==> config.mk <==
export PLATFORM = sky130hd
export DESIGN_NAME = jtag_tap_param
export DESIGN_NICKNAME = d
export VERILOG_FILES = /design/src/rtl/jtag_tap_param.sv
export SDC_FILE = /design/constraint.sdc
export NUM_CORES = 1
export LEC_CHECK = 0
export ABC_AREA = 1
export CAP_MARGIN = 0
export CELL_PAD_IN_SITES_DETAIL_PLACEMENT = 0
export CELL_PAD_IN_SITES_GLOBAL_PLACEMENT = 1
export CORE_ASPECT_RATIO = 0.6
export CORE_MARGIN = 5
export CORE_UTILIZATION = 40
export CTS_CLUSTER_DIAMETER = 30
export DETAILED_ROUTE_END_ITERATION = 6
export PLACE_DENSITY_LB_ADDON = 0.1
export SKIP_LAST_GASP = 1
export SLEW_MARGIN = 30
export SYNTH_ARGS = -nofsm -noshare
export SYNTH_HDL_FRONTEND = slang
export SYNTH_SLANG_ARGS = --single-unit
export TNS_END_PERCENT = 30
==> constraint.sdc <==
create_clock -name TCK -period 2.8 [get_ports TCK]
set_clock_uncertainty 0.2 [all_clocks]
set_input_delay 0.28 -clock TCK [delete_from_list [all_inputs] [get_ports TCK]]
set_output_delay 0.28 -clock TCK [all_outputs]
set_load 0.01 [all_outputs]
==> src/rtl/jtag_tap_param.sv <==
// jtag_tap_param: IEEE 1149.1-style TAP with generic IR, boundary scan, bypass and optional IDCODE.
// Define JTAG_IDCODE_EN to include the IDCODE register and make IDCODE the reset instruction.
module jtag_tap_param #(
   parameter int IR_W = 4,
   parameter int BSR_LEN = 8,
   parameter logic [31:0] IDCODE = 32'h0A1B2C3D
) (
   input  logic               TCK,
   input  logic               TRST_N,
   input  logic               TMS,
   input  logic               TDI,
   input  logic [BSR_LEN-1:0] bsr_capture,
   output logic [BSR_LEN-1:0] bsr_update,
   output logic               bsr_mode,
   output logic [IR_W-1:0]    ir_out,
   output logic [3:0]         tap_state,
   output logic               TDO,
   output logic               TDO_EN
);
   typedef enum logic [3:0] {
      TLR = 4'hF, RTI = 4'hC, SEL_DR = 4'h7, CAP_DR = 4'h6, SH_DR = 4'h2, EX1_DR = 4'h1,
      PAUSE_DR = 4'h3, EX2_DR = 4'h0, UPD_DR = 4'h5, SEL_IR = 4'h4, CAP_IR = 4'hE,
      SH_IR = 4'hA, EX1_IR = 4'h9, PAUSE_IR = 4'hB, EX2_IR = 4'h8, UPD_IR = 4'hD
   } state_t;
`ifdef JTAG_IDCODE_EN
   localparam logic [IR_W-1:0] RST_IR = IR_W'(2);
`else
   localparam logic [IR_W-1:0] RST_IR = '1;
`endif
   state_t state;
   logic [IR_W-1:0] ir_sh;
   logic [BSR_LEN-1:0] bsr_sh;
   logic byp_sh, sel_bsr, sel_id, sel_byp, id_lsb, dr_lsb;
   assign tap_state = state;
   assign bsr_mode = ir_out == '0;
   assign sel_bsr = ir_out == '0 || ir_out == IR_W'(1);
   assign sel_byp = !sel_bsr && !sel_id;
   assign dr_lsb = sel_bsr ? bsr_sh[0] : sel_id ? id_lsb : byp_sh;
`ifdef JTAG_IDCODE_EN
   logic [31:0] id_sh;
   assign sel_id = ir_out == IR_W'(2);
   assign id_lsb = id_sh[0];
   always_ff @(posedge TCK or negedge TRST_N)
      if (!TRST_N) id_sh <= '0;
      else if (state == CAP_DR && sel_id) id_sh <= IDCODE;
      else if (state == SH_DR && sel_id) id_sh <= {TDI, id_sh[31:1]};
`else
   logic unused_id;
   assign unused_id = ^IDCODE;
   assign sel_id = 1'b0;
   assign id_lsb = 1'b0;
`endif
   always_ff @(posedge TCK or negedge TRST_N)
      if (!TRST_N) state <= TLR;
      else
         case (state)
            TLR:                 state <= TMS ? TLR : RTI;
            RTI, UPD_DR, UPD_IR: state <= TMS ? SEL_DR : RTI;
            SEL_DR:              state <= TMS ? SEL_IR : CAP_DR;
            SEL_IR:              state <= TMS ? TLR : CAP_IR;
            CAP_DR, SH_DR:       state <= TMS ? EX1_DR : SH_DR;
            EX1_DR:              state <= TMS ? UPD_DR : PAUSE_DR;
            PAUSE_DR:            state <= TMS ? EX2_DR : PAUSE_DR;
            EX2_DR:              state <= TMS ? UPD_DR : SH_DR;
            CAP_IR, SH_IR:       state <= TMS ? EX1_IR : SH_IR;
            EX1_IR:              state <= TMS ? UPD_IR : PAUSE_IR;
            PAUSE_IR:            state <= TMS ? EX2_IR : PAUSE_IR;
            EX2_IR:              state <= TMS ? UPD_IR : SH_IR;
            default:             state <= TLR;
         endcase
   always_ff @(posedge TCK or negedge TRST_N)
      if (!TRST_N) begin
         ir_sh <= '0;
         ir_out <= RST_IR;
      end else begin
         if (state == CAP_IR) ir_sh <= IR_W'(1);
         else if (state == SH_IR) ir_sh <= {TDI, ir_sh[IR_W-1:1]};
         if (state == UPD_IR) ir_out <= ir_sh;
         else if (state == TLR) ir_out <= RST_IR;
      end
   // Update latch is left alone in TLR so the pin ring keeps its last driven values.
   always_ff @(posedge TCK or negedge TRST_N)
      if (!TRST_N) begin
         bsr_sh <= '0;
         byp_sh <= 1'b0;
         bsr_update <= '0;
      end else begin
         if (state == CAP_DR && sel_bsr) bsr_sh <= bsr_capture;
         else if (state == SH_DR && sel_bsr) bsr_sh <= (bsr_sh >> 1) | (BSR_LEN'(TDI) << (BSR_LEN - 1));
         if (state == CAP_DR && sel_byp) byp_sh <= 1'b0;
         else if (state == SH_DR && sel_byp) byp_sh <= TDI;
         if (state == UPD_DR && sel_bsr) bsr_update <= bsr_sh;
      end
   always_ff @(negedge TCK or negedge TRST_N)
      if (!TRST_N) begin
         TDO <= 1'b0;
         TDO_EN <= 1'b0;
      end else begin
         TDO_EN <= state == SH_DR || state == SH_IR;
         if (state == SH_IR) TDO <= ir_sh[0];
         else if (state == SH_DR) TDO <= dr_lsb;
      end
endmodule
# Yosys cells after proc, flatten, opt, wreduce, memory -nomap -nowiden

Index checks and enable logic that the tools add are counted.

Latch bits: 0
Output and inout port bits: 19
Logic and storage cells: 67
Register bits: 31
Bits in writable memories: 0
Memory bits (read-only): 0
Memories kept: 0
Input bits: 12

Muxes and demuxes: 24
Reductions and logical operators: 18
Equal/unequal tests: 16
$add $sub $neg: 0
Multipliers: 0
Div/mod/pow operators: 0
Shift operators: 0
Magnitude comparators: 0
Bitwise logic cells: 1

Operators with widths:

| operator             | count |
|---|---|
| $pmux W4 S12         | 1 |
| $eq A4 B4 Y1 const B | 8 |
| $mux W4              | 5 |
| $eq A4 B3 Y1 const B | 4 |
| $mux W8              | 2 |
| $mux W2              | 6 |
| $mux W3              | 4 |
| $reduce_bool A2 Y1   | 5 |
| $eq A4 B1 Y1 const B | 2 |
| $eq A4 B2 Y1 const B | 2 |
| $logic_not A4 Y1     | 2 |
| $or A7 B8 Y8         | 1 |
| $mux W1              | 6 |
| $logic_and A1 B1 Y1  | 5 |
| $reduce_or A2 Y1     | 2 |
| $reduce_or A3 Y1     | 1 |
| $logic_or A1 B1 Y1   | 2 |
| $logic_not A1 Y1     | 1 |

# Depth between registers and ports, before layout

Gate-level depths: netlist of run 1.

Depth after elaboration: 6
Depth in mapped cells: 8

==> results list, run 1 <==
- Combinational logic is responsible for 51.1% of the overall power.
- Count of inserted antenna diode cells: 0
* Critical path startpoint category: flip-flop
* RSZ-0062 raised after global routing: true
- CTS buffer count: 5
- In the global route stage, overall resource usage came out at 14.4%.
* XOR/XNOR share of the synthesized area: 0%
* Largest net degree at the start of global routing: 28
- Measured against the total synthesized area, the mux share comes to 0%.
- Delay-heaviest family, CP: flip-flops
- Hold is met by 58.5 ps.
- The largest total area in the synthesized netlist belongs to dfrtp_1.
* Worst min-delay path category: in -> async
* Routed Antenna Nets: 0
* Sequential element share of the synthesized area: 51.7%
* Buffers & Inverters on Critical Path: 1
* Effective utilization at floorplan: 41.5%
- Among all stages on the critical path, the largest delay is contributed by dfrtn_1.
* Number of hold violations in the final report: 0
- The finished cells cover 0.00197 mm2.
* Number of flip-flops and latches in the synthesized netlist: 31
* Post-Syn Area: 0.00152 mm2
- The critical path is of the reg -> out type.
- Internal power comes to 1430 uW.
* Most frequently used flop master after synthesis: dfrtp_1
- Placed Area: 0.00190 mm2
- Sequential group share of total power: 35.1%
- Counting flops with an async set or reset pin after synthesis yields a share of 100%.
* Instance count of the mapped netlist: 170
* Avg Synthesized Cell Area: 8.94 um2
- Fraction of final layout cells with drive strength greater than 1: 24.6%
- Nets: 222
- The longest clock path from root to sink contains 2 buffers.
- For this run, the number of Yosys warnings is 0.
- The die covers 0.00517 mm2.
* Total half-perimeter wirelength after legalization and detailed placement: 2540 um
- Cell with the most instances after synthesis: nand2_1
* Critical Path RT: 2320 ps
- After synthesis, the largest family of logic cells by area is simple AND/OR/NAND/NOR gates.
- Iteration count of the initial detailed-routing pass: 4
- Top Ports: 31
- Slew Limit Headroom: 75.8%
- Critical Path Sink Type: primary output
- The flow ran to the end, and the final reports show no timing, DRC or antenna violations.
- In this run the biggest area consumer among cell types represents 34.6% of the synthesized area.
- Summing the areas of all compound-gate instances in the mapped netlist gives 17.0% of the synthesized area.
- For this run, the share of the core covered by cells in the final layout is 54.0%.
- DRT Wirelength: 3320 um
* Standard cell core area: 0.00366 mm2
* Wire length of the first global-routing pass: 5560 um
- Transition time at the pin with the least slew margin: 364 ps
- Summing over every cut layer, the via total after detailed routing is 1,221.
- Net switching is 40.2% of the power.
- Clock-pin slew on the worst setup and hold paths: 60 ps
* Critical Path AT: 2290 ps
- Counting distinct cell types in the post-synthesis netlist gives 27.
* Worst IR drop on VDD: 0.000500 V
- Cell Chain, Critical Path: clkdlybuf4s15_1
- In this design, the stage delay of the slowest critical-path cell is 380 ps.
- Mean routed wirelength per cell: 12.9 um
- Of the total power, the clock network draws 13.8%.
* Max-cap violation count: 0
* Cell at the root of the clock tree: clkbuf_8
* Iteration-0 DRC count of the detailed router: 54
- The synthesized netlist devotes 22.4% of its cell area to simple gates.
* # DRC: 0
- Net switching power: 959 uW
- Along the worst path, the maximum fanout reaches 1.
- The die is 89.6 um wide.
- Vias in the first global route: 1,135
- The later pin in the worst-skew pair is clocked with a latency of 280 ps.
* Area contributors post-synth: dfrtp_1, dfstp_2, nand2_1
- Dividing total power by cell area gives a power density of 1210 mW/mm2.
- List of most frequent post-synthesis cells: nand2_1, dfrtp_1, inv_1, o21ai_0, o21ai_2
* TritonCTS clock tree: built
- Routability-driven placement finished with a final weighted congestion of 0.860.
* Mapped Nets: 182
- Number of vias per cell after detailed routing: 4.73
- Die Ht: 57.7 um
- H-tree level count: 2
- Summing the areas of all fa, ha and maj instances in the mapped netlist gives 0% of the synthesized area.
- In this run the core area contains 17 standard-cell rows.
* Grt total ovfl: 0
- Count of port buffers added during placement: 30
* Number of setup buffers added after CTS: 0
- The analysis attributes to cell leakage a power of 0.000930 uW.
- Number of synthesized flops with an enable pin: 0
* Antenna violations before repair: 0
- From synthesis to final layout, the design area changed by 30.0%.
- Number of sinks handled by clock tree synthesis: 31
* Total of endpoints with negative setup slack in the final report: 0
* Count of final max-slew check failures: 0
## area by class of cell
type	count	area [um2]
fillers	359	1680
inverters	24	92.6
flip-flops and latches	31	786
clock buffers	7	76.3
repair buffers	38	355
well taps	47	58.8
multi-input cells	110	601
clock inverters	1	5.00
## state kept, by name, indices dropped and copies added, names as in the netlist
signal,cells
bsr_sh,8
TDO,1
ir_sh,4
TDO_EN,1
byp_sh,1
bsr_update,8
ir_out,4
tap_state,4
## through the flow
step                setup WS, ps  power, uW  TNS (ps)  instances
floorplan                  -15.9       1590     -15.9        170
global placement            2.16       2050         0        250
detailed placement         -1.63       2080     -1.63        250
CTS                        -10.5       2420     -10.5        258
global route               -11.7       2590     -11.7        258
finish                      28.0       2380         0        258
## cells in the final DEF (no fill, tap or decap), types with 2 or more instances in the layout
cell	instances
o211ai_1	2
nor2_2	2
nand3_1	6
dfrtp_1	21
nand2_1	40
clkdlybuf4s50_1	28
nor2_4	2
clkbuf_8	5
o22ai_1	2
inv_1	20
nand2_2	8
clkbuf_1	2
inv_2	3
o21ai_2	11
nor2_1	8
a21oi_1	4
o21ai_1	5
o21ai_0	16
dfrtn_1	2
dfstp_2	8
buf_4	8
## path summary, 6_finish.rpt
path / from / endpoint / slack, ps / cells past startpoint
min reg2reg: ir_out[0] / ir_out[0] / 280 / 2
max in group asynchronous: TRST_N / TDO / 790 / 1
max: TDO_EN / TDO_EN / 30 / 1
max reg2reg: tap_state[3] / TDO / 90 / 5
min: TRST_N / bsr_update[0] / 60 / 1
min in group TCK: ir_out[0] / ir_out[0] / 280 / 2
## power by group through the flow
stage,clock (uW),sequential (uW),combinational [uW]
floorplan,0,898,693
global placement,0,834,1220
detailed placement,0,844,1240
CTS,346,838,1240
global route,368,867,1360
finish,329,838,1220
## layer usage
metal  up-vias  wire, um  track usage, %
met4         0        51            5.94
met3         7       177            4.40
met5         -         0               0
li1        627         -               -
met1       562      1750            21.9
met2        25      1350            18.6
## what timing repair did
action / 4_1_cts / 5_1_grt
setup endpoints to repair: 2 / 2
hold buffers: 0 / 0
resized for setup: 4 / 1
## kinds of logic (layout without fill, tap and decap cells)
| kind of cell | count (synthesis) | after routing |
|---|---|---|
| AOI/OAI and AO/OA | 41 | 41 |
| and+or+nand+nor | 69 | 69 |
| buffers and inverters | 29 | 70 |
| DFF | 31 | 31 |
Power figures use the tool's default switching activity.
==> inputs of run 2 (changes only) <==
- MAX_ROUTING_LAYER: default -> met4
==> run 2 against run 1 <==
Combinational power barely moved. Final cell count unchanged. Critical path type unchanged. First-iteration DRC count did not move. Non-clock buffer count stayed put. Sequential cell count unchanged. Count of clock-buffer cells in the layout stayed put. Core utilization did not move. Critical path depth is the same. Cell area did not move. Power barely moved.
==> results list, run 2 (synthesized netlist as in run 1, its figures left out) <==
* Outcome: finished clean
* Die area: 0.00517 mm2
- Die X: 89.6 um
- Iteration-0 DRC count of the detailed router: 54
* Routed Antenna Nets: 0
- After floorplanning, the core was sized to cover 0.00366 mm2.
- In this run the deepest clock path goes through 2 buffers.
- Antenna violations before repair: 0
- In this run, CTS created clock tree buffers numbering 5.
* Critical Path AT: 2290 ps
- CTS saw 31 sinks.
- At the end of the flow, the number of nets in the layout was 222.
- Total number of vias: 1,221
- Standard cell with the maximum stage delay on the critical path: dfrtn_1
- TritonCTS clock tree: built
- Lkg Pwr: 0.000930 uW
* Total of endpoints with negative setup slack in the final report: 0
- Walking the worst path, the cells encountered are clkdlybuf4s15_1.
- The number of endpoints with negative hold slack in the final report is 0.
* Count of port buffers added during placement: 30
- GR Util All Layers: 14.9%
- Total negative slack for setup checks: 0 ps
- Clk Latency, worst-skew pair: 280 ps
* Cell at the root of the clock tree: clkbuf_8
* Final design utilization: 54.0%
* Max-cap violation count: 0
- Leading cell type in the layout, fill and taps excluded: nand2_1
- On the worst path, the slowest cell contributes a delay of 380 ps.
* # DRC: 0
* Total half-perimeter wirelength after legalization and detailed placement: 2540 um
- Iteration count of the initial detailed-routing pass: 4
* Effective utilization at floorplan: 41.5%
- Leading registers by flop count: bsr_sh: 8 flops, bsr_update: 8 flops
- At the pin with the least slew margin, the transition time is 363 ps.
- The worst hold path belongs to the class in -> async.
* Number of hold buffers added after CTS: 0
- Number of cells in the finished layout apart from fillers: 258
- The kind of cell with the highest combined delay along the critical path is flip-flops.
- Grt total ovfl: 0
- The die is 57.7 um tall.
* RSZ-0062 raised after global routing: true
- Power per unit of standard cell area: 1210 mW/mm2
- Critical Path RT: 2320 ps
* Fill cell total of the finished layout: 359
- Counting both buffers and inverters, the worst setup path holds a total of 1.
- Fraction of final layout cells with drive strength greater than 1: 24.6%
- DRT Wirelength: 3330 um
- Mean routed wirelength per cell: 12.9 um
- Counting tap cells, the placed design contains a total of 250 instances.
- H-tree level count: 2
- The area growth from synthesis to layout is 30.0%.
* Highest-count cells in the layout ignoring fill and taps: nand2_1, clkdlybuf4s50_1, dfrtp_1, inv_1, o21ai_0
- Worst IR drop on VDD: 0.000500 V
- Number of setup buffers added after CTS: 0
- Critical path startpoint category: flip-flop
- Setup CP Type: reg -> out
* Number of vias per cell after detailed routing: 4.73
- Final total power: 2380 uW
- STA classifies the critical path endpoint as a primary output.
- Largest net degree at the start of global routing: 28
- The initialized floorplan defines 17 standard-cell rows.
* Routability-driven placement congestion ratio: 0.874
* Count of final max-slew check failures: 0
- Vias in the first global route: 1,134
- The worst pin sits at a relative slew slack of 75.8%.
- 0 antenna diodes ended up in the layout.
- Top Ports: 31
- The first global-routing pass estimated 5570 um of wire.
* Clock-pin slew on the worst setup and hold paths: 60 ps
- Crit-path max FO: 1
run 2: where the power goes:
group	total (uW)	switching (uW)	internal, uW
Clock	329	155	174
Sequential	838	125	712
Combinational	1220	680	539
Total	2380	959	1430
run 2: through the flow:
stage	worst slack (ps)	hold slack [ps]	cell area [um2]
floorplan	-15.9	-216	1530
global placement	2.16	263	1900
detailed placement	-1.63	268	1900
CTS	-10.5	57.5	1980
global route	-11.7	67.7	1970
finish	28.1	58.7	1970
run 2: layer usage:
layer / share of wire [%] / GRT usage, % / vias up
met4: 1.6 / 5.94 / 0
met5: 0 / - / -
met1: 53 / 22.0 / 564
met3: 4.7 / 4.26 / 7
li1: - / - / 627
met2: 41 / 18.6 / 23
run 2: area by class of cell:
type	count	area, um2	share of cell area, %
timing repair buffer	38	355	18.0
inverter	24	92.6	4.69
tap	47	58.8	2.98
clock inverter	1	5.00	0.253
multi-input combinational	110	601	30.4
clock buffer	7	76.3	3.87
sequential	31	786	39.8
run 2: timing repair:
action	CTS	global route
cloned	0	0
endpoints found under the setup margin	2	2
gates resized for setup	4	1
run 2: path summary, 6_finish.rpt:
path / startpoint / endpoint / slack (ps) / depth (start not counted)
setup / recovery: TDO_EN / TDO_EN / 30 / 1
hold / removal: TRST_N / bsr_update[0] / 60 / 1
setup reg to reg: tap_state[3] / TDO / 90 / 5
hold reg to reg: ir_out[0] / ir_out[0] / 280 / 2
max in group asynchronous: TRST_N / TDO / 790 / 1
min in group TCK: ir_out[0] / ir_out[0] / 280 / 2
==> inputs of run 3 (changes only) <==
- CAP_MARGIN: 0 -> 20
- MAX_ROUTING_LAYER: met4 -> default
==> results of run 3 <==
Same layout as run 1: the final DEF is identical, and so are final timing and power.
